File: config.mk
export PLATFORM = sky130hd
export DESIGN_NAME = regfile_wb_arbiter
export DESIGN_NICKNAME = d
export VERILOG_FILES = /design/src/rtl/regfile_wb_arbiter.sv
export SDC_FILE = /design/constraint.sdc
export NUM_CORES = 1
export LEC_CHECK = 0
export ABC_CLOCK_PERIOD_IN_PS = 2400
export BUFFER_PORTS_ARGS = -buffer_cell sky130_fd_sc_hd__buf_2
export CAP_MARGIN = 20
export CORE_MARGIN = 3
export CORE_UTILIZATION = 47
export CTS_CLUSTER_SIZE = 28
export DETAILED_ROUTE_END_ITERATION = 6
export PLACE_DENSITY = 0.86
export SLEW_MARGIN = 25
export SYNTH_ARGS = -nofsm -noshare
export SYNTH_HDL_FRONTEND = slang
export SYNTH_SLANG_ARGS = --single-unit
export TNS_END_PERCENT = 30
File: constraint.sdc
create_clock -name clk -period 2.4 [get_ports clk]
set_input_delay 0 -clock clk [delete_from_list [all_inputs] [get_ports clk]]
set_output_delay 0 -clock clk [all_outputs]
set_load 0.02 [all_outputs]
File: src/rtl/regfile_wb_arbiter.sv
// Round-robin arbiter for the single register-file write port (ALU vs load), with a registered write stage
// and a busy bitmap for pending writes. Optional macro WB_BYPASS_EN adds a combinational forwarding port.
module regfile_wb_arbiter (
  input  logic        clk,
  input  logic        rst,
  input  logic        alu_valid,
  input  logic [4:0]  alu_rd,
  input  logic [31:0] alu_data,
  output logic        alu_ready,
  input  logic        ld_valid,
  input  logic [4:0]  ld_rd,
  input  logic [31:0] ld_data,
  output logic        ld_ready,
  input  logic        claim_valid,
  input  logic [4:0]  claim_rd,
  output logic [31:0] busy,
`ifdef WB_BYPASS_EN
  output logic        fwd_valid,
  output logic [4:0]  fwd_rd,
  output logic [31:0] fwd_data,
`endif
  output logic [4:0]  rf_a3,
  output logic [31:0] rf_wd,
  output logic        rf_wen
);

  logic        prio_q, prio_d;
  logic        rf_wen_q, rf_wen_d;
  logic [4:0]  rf_a3_q, rf_a3_d;
  logic [31:0] rf_wd_q, rf_wd_d;
  logic [31:0] busy_q, busy_d;

  logic        xfer;
  logic        win_wr;
  logic [4:0]  win_rd;
  logic [31:0] win_data;

  // prio_q: 0 favours the ALU, 1 favours the load unit when both request.
  always_comb begin
    alu_ready = 1'b0;
    ld_ready  = 1'b0;
    if (!rst) begin
      if (alu_valid && (!ld_valid || !prio_q)) alu_ready = 1'b1;
      else if (ld_valid)                        ld_ready  = 1'b1;
    end
    xfer     = alu_ready | ld_ready;
    win_rd   = ld_ready ? ld_rd   : alu_rd;
    win_data = ld_ready ? ld_data : alu_data;
    win_wr   = xfer && (win_rd != 5'd0);
  end

  always_comb begin
    prio_d = prio_q;
    if (alu_ready)     prio_d = 1'b1;
    else if (ld_ready) prio_d = 1'b0;

    rf_wen_d = win_wr;
    rf_a3_d  = win_wr ? win_rd   : rf_a3_q;
    rf_wd_d  = win_wr ? win_data : rf_wd_q;

    // A new claim overrides the clear of a write retiring on the same edge.
    busy_d = busy_q;
    if (rf_wen_q)    busy_d[rf_a3_q]  = 1'b0;
    if (claim_valid) busy_d[claim_rd] = 1'b1;
    busy_d[0] = 1'b0;
  end

  always_ff @(posedge clk or posedge rst) begin
    if (rst) begin
      prio_q   <= 1'b0;
      rf_wen_q <= 1'b0;
      rf_a3_q  <= 5'd0;
      rf_wd_q  <= 32'd0;
      busy_q   <= 32'd0;
    end else begin
      prio_q   <= prio_d;
      rf_wen_q <= rf_wen_d;
      rf_a3_q  <= rf_a3_d;
      rf_wd_q  <= rf_wd_d;
      busy_q   <= busy_d;
    end
  end

  assign rf_wen = rf_wen_q;
  assign rf_a3  = rf_a3_q;
  assign rf_wd  = rf_wd_q;
  assign busy   = busy_q;

`ifdef WB_BYPASS_EN
  assign fwd_valid = win_wr;
  assign fwd_rd    = win_rd;
  assign fwd_data  = win_data;
`endif

endmodule
=== After elaboration in Yosys (flattened, before gate mapping) ===
Cells that the tools add are included.

* Bitwise logic cells: 4
* Order comparisons: 4
* Reductions and logical operators: 9
* Mux-type cells: 15

{| class="wikitable"
|+ Operators by type and width
! kind !! number
|-
| $mux 32 || 3
|-
| $and 32x32->32 || 1
|-
| $not 32->32 || 1
|-
| $or 32x32->32 || 1
|-
| $lt 5x6->1 const B || 2
|-
| $demux 1 s5 || 2
|-
| $ge 5x1->1 const B || 2
|-
| $mux 1 || 9
|-
| $mux 5 || 1
|-
| $reduce_bool 5->1 || 1
|-
| $logic_and 1x1->1 || 4
|-
| $logic_not 1->1 || 2
|-
| $reduce_bool 2->1 || 1
|-
| $logic_or 1x1->1 || 1
|-
| $or 1x1->1 || 1
|}

* Bits in registers: 70
* Output and inout port bits: 72

=== Logic depth before layout (Yosys ltp) ===
* Word-level depth: 9
* Depth in mapped cells: 7

=== Least setup slack after synthesis ===
Ideal clock, no wire load.

* Path kind: in2reg
* From: input rst
* To: register prio_q
* Slack: 288 ps
* Required time: 2295 ps
* Cell stages on the path: 4
* Data arrival time: 2007 ps
* Cells stage by stage: buf_2 > inv_1 > a21oi_1 > a31oi_1

* Cells in the longest elaborated chain, start to end: 2
* Elaborated cells on any way between the ends: 4
* Classes of those cells: 3 x mux; 1 x reduce/logical

{| class="wikitable"
|+ Ends and longest elaborated chain
! element !! line !! text
|-
| start: declaration || 5 || <nowiki>input logic rst,</nowiki>
|-
| $mux 1 || 42 || <nowiki>if (!rst) begin</nowiki>
|-
| $mux 1 / $reduce_bool 2->1 (equally long branches) || n/a ||
|-
| end signal: assignment || 76 || <nowiki>prio_q <= prio_d;</nowiki>
|-
| end: declaration || 27 || <nowiki>logic prio_q, prio_d;</nowiki>
|}

Parallel ways exist; a longest one is shown, timed or not.
A chain may end at the register's enable or synchronous reset.

=== Worst setup path after layout ===
* From: input alu_rd[2]
* To: register rf_wd_q[9] (netlist: rf_wd[9])

* Cells in the longest elaborated chain, start to end: 3

{| class="wikitable"
|+ Ends and longest elaborated chain
! element !! line !! text
|-
| start: declaration || 7 || <nowiki>input logic [4:0] alu_rd,</nowiki>
|-
| $mux 5 || 47 || <nowiki>win_rd = ld_ready ? ld_rd : alu_rd;</nowiki>
|-
| $reduce_bool 5->1 || 49 || <nowiki>win_wr = xfer && (win_rd != 5'd0);</nowiki>
|-
| $logic_and 1x1->1 || 49 ||
|-
| end signal: assignment || 79 || <nowiki>rf_wd_q <= rf_wd_d;</nowiki>
|-
| end: declaration || 30 || <nowiki>logic [31:0] rf_wd_q, rf_wd_d;</nowiki>
|}

Every way passes these cells.

==> results.cfg <==
[run_status]
run_status = complete, no violations

[timing]
final.period_utilization_pct = 87.33
fin_crit_ps = 2096
drv_slew = 0
slew_headroom_pct = 56.02
max_freq_mhz = 477.1
setup_violations = 0
skew_ps = 8.088
finalSetupTns_ps = 0
worst_pin_slew_ps = 658.7
rsz0062_at_grt = no
hold_viol = 0

[floorplanning]
dieArea_sq_um = 8281
rows = 30
start_util_pct = 49.17
io-pin-count = 156
die_height_um = 91
core_sq_um = 6907
die_w_um = 91

[detailed_routing]
detail-route-antenna-nets = 0
drcViolationCount = 0
dr.pass1.iters = 4
routed_wl_um = 9456
routed_via_density = 5.364
wire_per_inst_um = 17.38
num_vias = 2918
drtIter0Drc = 131

[cts]
ctsHtreeMaxLevel = 3
root_buffer = clkbuf_8
insertion_delay_ps = 340
post_cts_buffers = 0
clk_path_buf_depth = 2
cts.sinks = 70
cts_buffers = 9
cts_tree = yes
path_clk_slew_ps = 70

[synth]
synth_top_area_share_pct = 51.58
synth-edff-count = 0
async_flop_share_pct = 100.0
synth_warnings = 0
yosys-top-cells-count = dfrtp_1 (70), o21ai_0 (62), mux2_2 (37)
synth.avg_cell_area_sq_um = 12.48
synth_area_leaders = dfrtp_1 (52%), mux2_2 (12%), mux2_4 (12%)
synth_nets = 356
synthDistinctLibCells = 33
syn_area_sq_um = 3396
ys_ff_latch = 70
yosysTopAreaCell = dfrtp_1
syn_inst = 272
ys.flop_type = dfrtp_1
yosysMostFrequentCell = dfrtp_1
yosysSeqAreaShare_pct = 51.58

[placed_design]
portBuffers = 154
placed_area_sq_um = 4265
place_hpwl_um = 6829
gp_congestion = 0.8784

[critical_path]
crit_arrival_ps = 2320
critical_path_class = primary input to flop
cp_max_fo = 18
cp_data_required_time_ps = 2620
cp_slowest_cell = dlygate4sd3_1
cp-start-kind = primary input
slowest_delay_ps = 530
crit_path_cell_trace = dlygate4sd3_1, buf_2, or3_1, or3_4, o2bb2ai_4, buf_12, mux2_4
worstSetupEndpointType = flop
reg2reg_depth = 5

[worst_hold_path]
hp-class = primary input to flop
min_path_cells = 3

[finish]
layout-drive-gt1-share_pct = 54.46
fin_nets = 527
final_cell_area_sq_um = 4666
diodes = 0
syn_to_final_growth_pct = 37.40

[pwr]
leakage_nw = 2.124
powerDensity_nw_per_um2 = 1008
vdd_drop_max_mv = 0.4860

[global_route]
grt_pass1_wl_um = 14810
antenna_found_initial = 0
overflow = 0
grtUsageTotal_pct = 22.66
grt_pass1_vias = 2939
grt_start_max_net_pins = 44

[job]
max-cap-violations = 0
[worst paths after layout]
kind                        startpoint        end  slack [ps]
setup / recovery             alu_rd[2]   rf_wd[9]         300
hold / removal             ld_data[24]  rf_wd[24]          20
setup reg to reg                prio_q   rf_wd[9]         400
hold reg to reg              rf_wd[14]  rf_wd[14]         500
max in group asynchronous          rst    busy[7]        1370
min in group asynchronous          rst  rf_wd[31]         390
[report_power, final]
group          total [mW]  internal [mW]  switching (mW)
Clock                1.25          0.822           0.428
Sequential           1.79           1.56           0.235
Combinational        1.66          0.677           0.984
Total                4.70           3.05            1.65
[final cells by class]
cell class,instances,area [sq um]
fillers,553,2241
well taps,96,120.1
clock buffers,10,137.6
multi-input cells,187,1556
inverters,5,18.77
clock inverters,6,132.6
flip-flops and latches,70,1752
repair buffers,170,948.4
[repair_timing]
item	4_1_cts	5_1_grt
hold buffers	12	1
gates resized for setup	0	0
hold endpoints to repair	36	1
[through the flow]
stage	util (%)	setup WS (ps)	std cells	total power, mW	hold WS (ps)
after floorplan	-	288.5	272	2.800	97.02
after global placement	61.76	465.4	515	3.376	192.7
after detailed placement	61.76	412.2	515	3.441	193.3
after CTS	67.41	319.7	543	4.724	1.178
after global routing	67.55	243.1	544	4.937	2.199
final	67.55	304.0	544	4.703	18.66
[layout by cell type, fill, tap and decap left out, types with 3 or more instances in the layout]
| master | instances |
|---|---|
| or3b_2 | 3 |
| o2bb2ai_1 | 3 |
| nor2_1 | 5 |
| o21ai_0 | 62 |
| or4_1 | 3 |
| nand3_1 | 7 |
| mux2_4 | 27 |
| nand3b_1 | 11 |
| dfrtp_1 | 70 |
| bufinv_16 | 4 |
| or3_1 | 4 |
| dlygate4sd3_1 | 13 |
| buf_2 | 154 |
| a22oi_1 | 5 |
| clkbuf_8 | 10 |
| mux2_2 | 37 |
| inv_1 | 4 |
[worst max-delay path, delay by kind of cell]
family | cells | cell delay [ps]
AO/OA/AOI/OAI | 1 | 300
buffers and inverters | 3 | 910
multiplexers | 1 | 300
AND/OR/NAND/NOR | 2 | 790
[cells by family after synthesis]
group                  synth area share (%)
and+or+nand+nor                       7.665
AOI/OAI and AO/OA                     13.85
other                                0.1104
DFF                                   51.58
muxes                                 24.21
buffers and inverters                 2.579
[sequential cells by signal (all words and copies together), names as in the netlist]
register  cells
rf_wd        32
busy         31
prio_q        1
rf_wen        1
rf_a3         5
[per-layer routing]
layer | track usage (%) | vias to the layer above | part of all wire [%]
met5 | 0 | - | 0
met4 | 7.915 | 0 | 1.5
met3 | 6.214 | 12 | 6.2
met2 | 38.93 | 128 | 53
met1 | 27.31 | 1422 | 40
li1 | - | 1356 | -
No activity file was read; power rests on OpenSTA's default activity.
